**src/rtl/fft_bfly_addr_gen.sv**
```systemverilog
// Butterfly control/address generator for the in-place radix-2 DIT FFT.
// Ports: clk, rst_n (sync, active-low), start, bfly_ready -> tf_index,
//   tf_en (ROM issue), addr_a, addr_b, stage, bfly_valid, stage_last,
//   busy, done. `FFT_ADDR_GEN_STALL_CNT_EN adds stall_cycles[15:0].
module fft_bfly_addr_gen #(
  parameter int LOG2N     = 8,
  parameter int STAGE_GAP = 4
) (
  input  logic               clk,
  input  logic               rst_n,
  input  logic               start,
  input  logic               bfly_ready,
  output logic [LOG2N-2:0]   tf_index,
  output logic               tf_en,
  output logic [LOG2N-1:0]   addr_a,
  output logic [LOG2N-1:0]   addr_b,
  output logic [$clog2(LOG2N)-1:0] stage,
  output logic               bfly_valid,
  output logic               stage_last,
  output logic               busy,
  output logic               done
`ifdef FFT_ADDR_GEN_STALL_CNT_EN
  ,
  output logic [15:0]        stall_cycles
`endif
);

  localparam int AW = LOG2N;
  localparam int TW = LOG2N - 1;
  localparam int SW = $clog2(LOG2N);
  localparam int GW = $clog2(STAGE_GAP + 1);

  localparam logic [1:0] ST_IDLE = 2'd0;
  localparam logic [1:0] ST_RUN  = 2'd1;
  localparam logic [1:0] ST_GAP  = 2'd2;
  localparam logic [1:0] ST_DONE = 2'd3;

  localparam logic [SW-1:0] S_LAST = SW'(LOG2N - 1);

  logic [1:0]    state;
  logic [SW-1:0] s;
  logic [TW-1:0] j;
  logic [GW-1:0] gap_cnt;

  logic          issue;
  logic          j_last;

  logic [AW-1:0] span;
  logic [AW-1:0] j_ext;
  logic [AW-1:0] pos;
  logic [AW-1:0] grp_hi;
  logic [AW-1:0] a_nxt;
  logic [AW-1:0] b_nxt;
  logic [AW-1:0] tf_wide;
  logic [SW:0]   s_p1;
  logic [SW:0]   tf_sh;

  logic [AW-1:0] s1_a;
  logic [AW-1:0] s1_b;
  logic [SW-1:0] s1_s;
  logic          s1_last;

  assign issue  = (state == ST_RUN) && bfly_ready;
  assign j_last = (j == {TW{1'b1}});

  // Operand addresses insert a zero bit at position s of j; the twiddle
  // index scales the in-group position up to the 7-bit ROM range.
  always_comb begin
    span    = AW'(1) << s;
    j_ext   = AW'(j);
    pos     = j_ext & (span - AW'(1));
    s_p1    = (SW+1)'(s) + (SW+1)'(1);
    grp_hi  = (j_ext >> s) << s_p1;
    a_nxt   = grp_hi | pos;
    b_nxt   = a_nxt + span;
    tf_sh   = (SW+1)'(TW) - (SW+1)'(s);
    tf_wide = pos << tf_sh;
  end

  always_ff @(posedge clk) begin
    if (!rst_n) begin
      state   <= ST_IDLE;
      s       <= '0;
      j       <= '0;
      gap_cnt <= '0;
    end else begin
      unique case (state)
        ST_IDLE: begin
          if (start) begin
            state <= ST_RUN;
            s     <= '0;
            j     <= '0;
          end
        end
        ST_RUN: begin
          if (bfly_ready) begin
            j <= j + TW'(1);
            if (j_last) begin
              state   <= ST_GAP;
              gap_cnt <= GW'(STAGE_GAP);
            end
          end
        end
        ST_GAP: begin
          gap_cnt <= gap_cnt - GW'(1);
          if (gap_cnt == GW'(1)) begin
            if (s == S_LAST) begin
              state <= ST_DONE;
            end else begin
              state <= ST_RUN;
              s     <= s + SW'(1);
              j     <= '0;
            end
          end
        end
        ST_DONE: state <= ST_IDLE;
        default: state <= ST_IDLE;
      endcase
    end
  end

  // S1: ROM issue stage; S2: addresses aligned with the ROM output.
  always_ff @(posedge clk) begin
    if (!rst_n || !issue) begin
      tf_en    <= 1'b0;
      tf_index <= '0;
      s1_a     <= '0;
      s1_b     <= '0;
      s1_s     <= '0;
      s1_last  <= 1'b0;
    end else begin
      tf_en    <= 1'b1;
      tf_index <= tf_wide[TW-1:0];
      s1_a     <= a_nxt;
      s1_b     <= b_nxt;
      s1_s     <= s;
      s1_last  <= j_last;
    end
  end

  always_ff @(posedge clk) begin
    if (!rst_n || !tf_en) begin
      bfly_valid <= 1'b0;
      addr_a     <= '0;
      addr_b     <= '0;
      stage      <= '0;
      stage_last <= 1'b0;
    end else begin
      bfly_valid <= 1'b1;
      addr_a     <= s1_a;
      addr_b     <= s1_b;
      stage      <= s1_s;
      stage_last <= s1_last;
    end
  end

  assign busy = (state != ST_IDLE);
  assign done = (state == ST_DONE);

`ifdef FFT_ADDR_GEN_STALL_CNT_EN
  always_ff @(posedge clk) begin
    if (!rst_n) begin
      stall_cycles <= '0;
    end else if (state == ST_IDLE && start) begin
      stall_cycles <= '0;
    end else if (state == ST_RUN && !bfly_ready
                 && stall_cycles != 16'hFFFF) begin
      stall_cycles <= stall_cycles + 16'd1;
    end
  end
`endif

endmodule

```
**config.mk**
```make
export PLATFORM = sky130hd
export DESIGN_NAME = fft_bfly_addr_gen
export DESIGN_NICKNAME = d
export VERILOG_FILES = /design/src/rtl/fft_bfly_addr_gen.sv
export SDC_FILE = /design/constraint.sdc
export NUM_CORES = 1
export LEC_CHECK = 0
export BUFFER_PORTS_ARGS = -buffer_cell sky130_fd_sc_hd__buf_2
export CORE_MARGIN = 4
export CORE_UTILIZATION = 51
export DETAILED_ROUTE_END_ITERATION = 8
export PLACE_DENSITY = 0.78
export SLEW_MARGIN = 25
export SYNTH_ARGS = -nofsm -noshare
export SYNTH_HDL_FRONTEND = slang
export SYNTH_SLANG_ARGS = --single-unit
```
**constraint.sdc**
```tcl
create_clock -name clk -period 4.57 [get_ports clk]
set_input_delay 0.914 -clock clk [delete_from_list [all_inputs] [get_ports clk]]
set_output_delay 0.914 -clock clk [all_outputs]
set_load 0.01 [all_outputs]
```
==> flow_metrics.env, run 1 <==
export IMPL_ys_async_sr_fraction=0
export IMPL_via_count=2588
export IMPL_postCtsSetupRepairBufs=0
export IMPL_finalSetupTns_ns=0
export IMPL_num_rows=28
export IMPL_antenna_found_initial=0
export IMPL_route_detailed_drc=0
export IMPL_dieArea_sq_um=7580
export IMPL_netlist_top_cells_area="dfxtp_1 (40%), ha_1 (6.3%), and3_1 (4.7%)"
export IMPL_die_h_um=87.1
export IMPL_ys_ff_latch=64
export IMPL_critPathCaptureType="flop"
export IMPL_crit_arrival_ns=3.93
export IMPL_detail_route_antenna_nets=0
export IMPL_die_x_um=87.1
export IMPL_skew_ns=0.00708
export IMPL_hp_class="reg -> reg"
export IMPL_min_period_over_period=0.817
export IMPL_area_growth_pct=12.5
export IMPL_synth_edf_count=0
export IMPL_p_per_area_nw_per_um2=302
export IMPL_worstSetupPathType="reg -> reg"
export IMPL_synth_seq_area_share=0.402
export IMPL_h_tree_depth=3
export IMPL_nets=410
export IMPL_worst_pin_slew_ns=0.648
export IMPL_cp_max_fo=16
export IMPL_io_pins=35
export IMPL_coreArea_sq_um=5990
export IMPL_ff2ff_path_depth=13
export IMPL_fin_crit_ns=3.73
export IMPL_relSlewSlack=0.567
export IMPL_cts_buffer_depth=2
export IMPL_drv_slew=0
export IMPL_required_ns=4.77
export IMPL_stdcell_count=469
export IMPL_place_congestion=0.949
export IMPL_cts_hold_buf=0
export IMPL_layout_drive_gt1_share=0.183
export IMPL_synth_cell_area_sq_um=3190
export IMPL_setup_viol=0
export IMPL_n_antenna_cell=0
export IMPL_synth_top_area_frac=0.402
export IMPL_finalPower_mw=1.08
export IMPL_dr_pass1_iters=5
export IMPL_yosysUniqueCellTypes=59
export IMPL_yosys_area_top_type="dfxtp_1"
export IMPL_cts_made_buffers=9
export IMPL_holdPathStages=1
export IMPL_drt_iter0_drc=200
export IMPL_grt_first_pass_wirelength_um=11200
export IMPL_ys_flop_type="dfxtp_1"
export IMPL_clock_sinks=64
export IMPL_fmax_mhz=268
export IMPL_peakVddDrop_mv=0.260
export IMPL_maxCapViolations=0
export IMPL_wire_per_inst_um=14.6
export IMPL_cts_root_buf="clkbuf_8"
export IMPL_p_leak_nw=1.57
export IMPL_syn_num_nets=384
export IMPL_outcome="finished, final reports clean"
export IMPL_numPlacedInstances=453
export IMPL_insertion_delay_ns=0.34
export IMPL_clk_pin_slew_ns=0.07
export IMPL_grt_max_degree=25
export IMPL_wl_um=6840
export IMPL_cts_resized=0
export IMPL_finalHoldViolations=0
export IMPL_port_buffers=34
export IMPL_hpwl_um=4980
export IMPL_startpoint_type="flop"
export IMPL_grt_overflow=0
export IMPL_grt_use_total=0.188
export IMPL_rsz0062_at_grt="false"
export IMPL_syn_inst=363
export IMPL_grt_pass1_vias=2388
export IMPL_vias_per_cell=5.52
export IMPL_syn_avg_cell_area_sq_um=8.78
export IMPL_yosysWarnings=0
export IMPL_cts_tree="yes"
export IMPL_start_util=0.532
-- area by class of cell --
cell class	count	area, sq um
Multi-Input combinational cell	258	1740
Clock buffer	10	138
Sequential cell	64	1280
Tap cell	75	93.8
Fill cell	512	2400
Clock inverter	6	67.6
Timing Repair Buffer	39	208
Inverter	17	63.8
-- metal layers --
metal | vias to the layer above | track usage | routed length, um
met5 | - | 0 | 0
met4 | 0 | 0.0722 | 58
met3 | 6 | 0.0426 | 414
met2 | 77 | 0.294 | 3130
met1 | 1188 | 0.252 | 3240
li1 | 1317 | - | -
-- final timing paths --
check	start	slack (ns)	to
setup / recovery	s[0]	0.84	s1_b[6]
hold / removal	s1_s[0]	0.46	stage[0]
setup reg to reg	s[0]	0.84	s1_b[6]
hold reg to reg	s1_s[0]	0.46	stage[0]
-- stage by stage --
stage / utilization / hold slack, ns / worst slack, ns / area, sq um
2_1_floorplan: - / 0.444 / 1.09 / 3190
3_3_place_gp: 0.565 / 0.447 / 0.908 / 3380
3_5_place_dp: 0.565 / 0.450 / 0.911 / 3380
4_1_cts: 0.599 / 0.465 / 0.891 / 3590
5_1_grt: 0.599 / 0.473 / 0.526 / 3590
6_report: 0.599 / 0.461 / 0.835 / 3590
-- cells in the mapped netlist, types with 4 or more instances --
library cell  number
mux2i_1            7
ha_1              16
o21ai_0           17
nor2b_1           16
nor2_1            34
nand2_1           15
and3_1            24
clkbuf_1          17
nand2b_1           8
dfxtp_1           64
and2_1            13
nand3_1           11
buf_2              5
o31ai_1            4
inv_1             15
nor3_1             8
a211oi_1           8
xor2_1             4
a21oi_1           14
a31oi_1            4
-- registers in the layout, indices dropped and copies added (netlist names) --
signal and count:
addr_a 8, addr_b 8, s1_a 8, s1_b 8, j 7, tf_index 7, gap_cnt 3, s1_s 3
s 3, stage 3, state 2, bfly_valid 1, s1_last 1, stage_last 1, tf_en 1
-- critical path, stage by stage, from the launching register on --
cell and delay, ns:
dfxtp_1 0.68, ha_1 0.31, ha_1 0.39, o31ai_1 0.22, o31ai_1 0.39, ha_1 0.25
inv_1 0.06, fa_1 0.40, nor2b_1 0.15, o21ai_0 0.11, a21boi_0 0.24, o21ai_0 0.13
a21boi_0 0.19, nor3_1 0.07
-- cells by family after synthesis --
family	Yosys count	share of synthesized area
simple gates	147	0.254
compound gates	76	0.165
flops	64	0.402
buf+inv	41	0.0538
fa+ha+maj	17	0.0691
mux	11	0.0373
xor+xnor	7	0.0192
-- cells in the final DEF (no fill, tap or decap), types with 5 or more instances in the layout --
cell type  netlist  layout
dfxtp_1         64      64
nor2_1          34      34
buf_2            5      34
and3_1          24      24
o21ai_0         17      17
nor2b_1         16      16
ha_1            16      16
inv_1           15      15
nand2_1         15      15
a21oi_1         14      14
and2_1          13      13
nand3_1         11      11
clkbuf_8         0      10
a211oi_1         8       8
nor3_1           8       8
nand2b_1         8       8
mux2i_1          7       7
buf_4            1       5
-- where the power goes --
part / switching [mW] / internal [mW] / total, mW / leakage [nW]
registers: 0.00470 / 0.560 / 0.565 / 0.516
clock network: 0.220 / 0.268 / 0.488 / 0.0989
logic: 0.0189 / 0.0104 / 0.0293 / 0.957
(Power assumes the default switching activity.)
==> inputs of run 2 (changes only) <==
clock period = 3.7 ns   (was 4.57 ns; I/O delays follow)
==> flow_metrics.env, run 2 (same netlist as run 1, synthesis figures left out) <==
export IMPL_outcome="finished, final reports clean"
export IMPL_min_period_over_period=0.935
export IMPL_clock_sinks=64
export IMPL_port_buffers=34
export IMPL_grt_pass1_vias=2469
export IMPL_cts_resized=0
export IMPL_vias_per_cell=5.46
export IMPL_cp_max_fo=15
export IMPL_dieArea_sq_um=7580
export IMPL_skew_ns=0.0160
export IMPL_grt_overflow=0
export IMPL_worstSetupPathType="reg -> reg"
export IMPL_finalHoldViolations=0
export IMPL_die_x_um=87.1
export IMPL_holdPathStages=1
export IMPL_relSlewSlack=0.536
export IMPL_nets=422
export IMPL_cp_buffers_inverters=1
export IMPL_via_count=2627
export IMPL_m1WireLength_um=3390
export IMPL_seq_area_sq_um=1280
export IMPL_drt_iter0_drc=230
export IMPL_antenna_found_initial=0
export IMPL_p_per_area_nw_per_um2=346
export IMPL_worst_pin_slew_ns=0.695
export IMPL_layout_drive_gt1_share=0.207
export IMPL_top_layer_used="met4"
export IMPL_fin_crit_ns=3.46
export IMPL_route_detailed_drc=0
export IMPL_crit_arrival_ns=3.66
export IMPL_num_rows=28
export IMPL_cp_depth=13
export IMPL_dr_wl_met2_um=3150
export IMPL_wl_um=7230
export IMPL_critPathTopFamily="compound AO/OA/AOI/OAI gates"
export IMPL_cts_tree="yes"
export IMPL_multi_input_area_sq_um=1740
export IMPL_startpoint_type="flop"
export IMPL_area_growth_pct=14.3
export IMPL_start_util=0.532
export IMPL_dr_pass1_iters=5
export IMPL_fillCellCount=504
export IMPL_path_cells="buf_4 > mux2_4 > o2bb2ai_2 > o31ai_2 > and2_1 > o31ai_1 > ha_1 > nand3_1 > o21bai_1 > or4b_1 > a21oi_1 > o21ai_0 > nor3b_2"
export IMPL_grt_use_total=0.204
export IMPL_io_pins=35
export IMPL_p_leak_nw=1.62
export IMPL_peakVddDrop_mv=0.277
export IMPL_cp_slowest_cell="or4b_1"
export IMPL_die_h_um=87.1
export IMPL_wire_per_inst_um=15.0
export IMPL_coreArea_sq_um=5990
export IMPL_h_tree_depth=3
export IMPL_finalSetupTns_ns=0
export IMPL_place_congestion=1.00
export IMPL_cts_root_buf="clkbuf_8"
export IMPL_layout_common_cells="dfxtp_1 (64), nor2_1 (34), buf_2 (34)"
export IMPL_cts_made_buffers=9
export IMPL_numPlacedInstances=465
export IMPL_hpwl_um=5420
export IMPL_critPathMaxStageDelay_ns=0.49
export IMPL_grt_first_pass_wirelength_um=11900
export IMPL_maxCapViolations=0
export IMPL_postCtsSetupRepairBufs=0
export IMPL_detail_route_antenna_nets=0
export IMPL_rsz0062_at_grt="false"
export IMPL_final_core_utilization=0.608
export IMPL_ff2ff_path_depth=13
export IMPL_required_ns=3.90
export IMPL_grt_max_degree=25
export IMPL_setup_viol=0
export IMPL_layout_commonest_cell="dfxtp_1"
export IMPL_cts_hold_buf=0
export IMPL_fmax_mhz=289
export IMPL_hp_class="reg -> reg"
export IMPL_clk_pin_slew_ns=0.08
export IMPL_route_met3_wl_um=553
export IMPL_critPathCaptureType="flop"
export IMPL_insertion_delay_ns=0.35
export IMPL_n_antenna_cell=0
export IMPL_stdcell_count=481
export IMPL_cts_buffer_depth=2
export IMPL_drv_slew=0
## run 2: worst paths after layout
path / startpoint / endpoint / slack, ns
min: s1_s[2] / stage[2] / 0.47
min reg2reg: s1_s[2] / stage[2] / 0.47
max reg2reg: s[0] / s1_b[7] / 0.24
max: s[0] / s1_b[7] / 0.24
## run 2: final cells by class
| class | instances | share of cell area |
|---|---|---|
| clock buffer | 10 | 0.0378 |
| multi-input combinational | 258 | 0.476 |
| clock inverter | 6 | 0.00961 |
| tap | 75 | 0.0257 |
| sequential | 64 | 0.352 |
| inverter | 17 | 0.0175 |
| timing repair buffer | 51 | 0.0817 |
## run 2: layer usage
| layer | vias to the layer above | global-route usage |
|---|---|---|
| li1 | 1341 | - |
| met4 | 0 | 0.0864 |
| met2 | 101 | 0.306 |
| met3 | 12 | 0.0539 |
| met5 | - | 0 |
| met1 | 1173 | 0.275 |
## run 2: power by group
group | total, mW | switching, mW | internal (mW) | leakage [nW]
logic | 0.0394 | 0.0255 | 0.0139 | 1.02
registers | 0.696 | 0.00397 | 0.692 | 0.516
clock network | 0.525 | 0.269 | 0.256 | 0.0878
## run 2: worst register-to-register path: stages (launching register included)
cell and delay (ns):
dfxtp_1 0.38, buf_4 0.22, mux2_4 0.33, o2bb2ai_2 0.16, o31ai_2 0.43, and2_1 0.21, o31ai_1 0.11, ha_1 0.36
nand3_1 0.10, o21bai_1 0.07, or4b_1 0.49, a21oi_1 0.21, o21ai_0 0.09, nor3b_2 0.15
## run 2: stage by stage
stage	hold WS [ns]	total power, mW	setup slack, ns	instance area, sq um
floorplan	0.444	0.738	0.221	3190
global placement	0.446	0.750	0.313	3470
detailed placement	0.451	0.749	0.305	3470
CTS	0.467	1.27	0.278	3640
global route	0.475	1.31	0.0277	3640
finish	0.467	1.26	0.242	3640
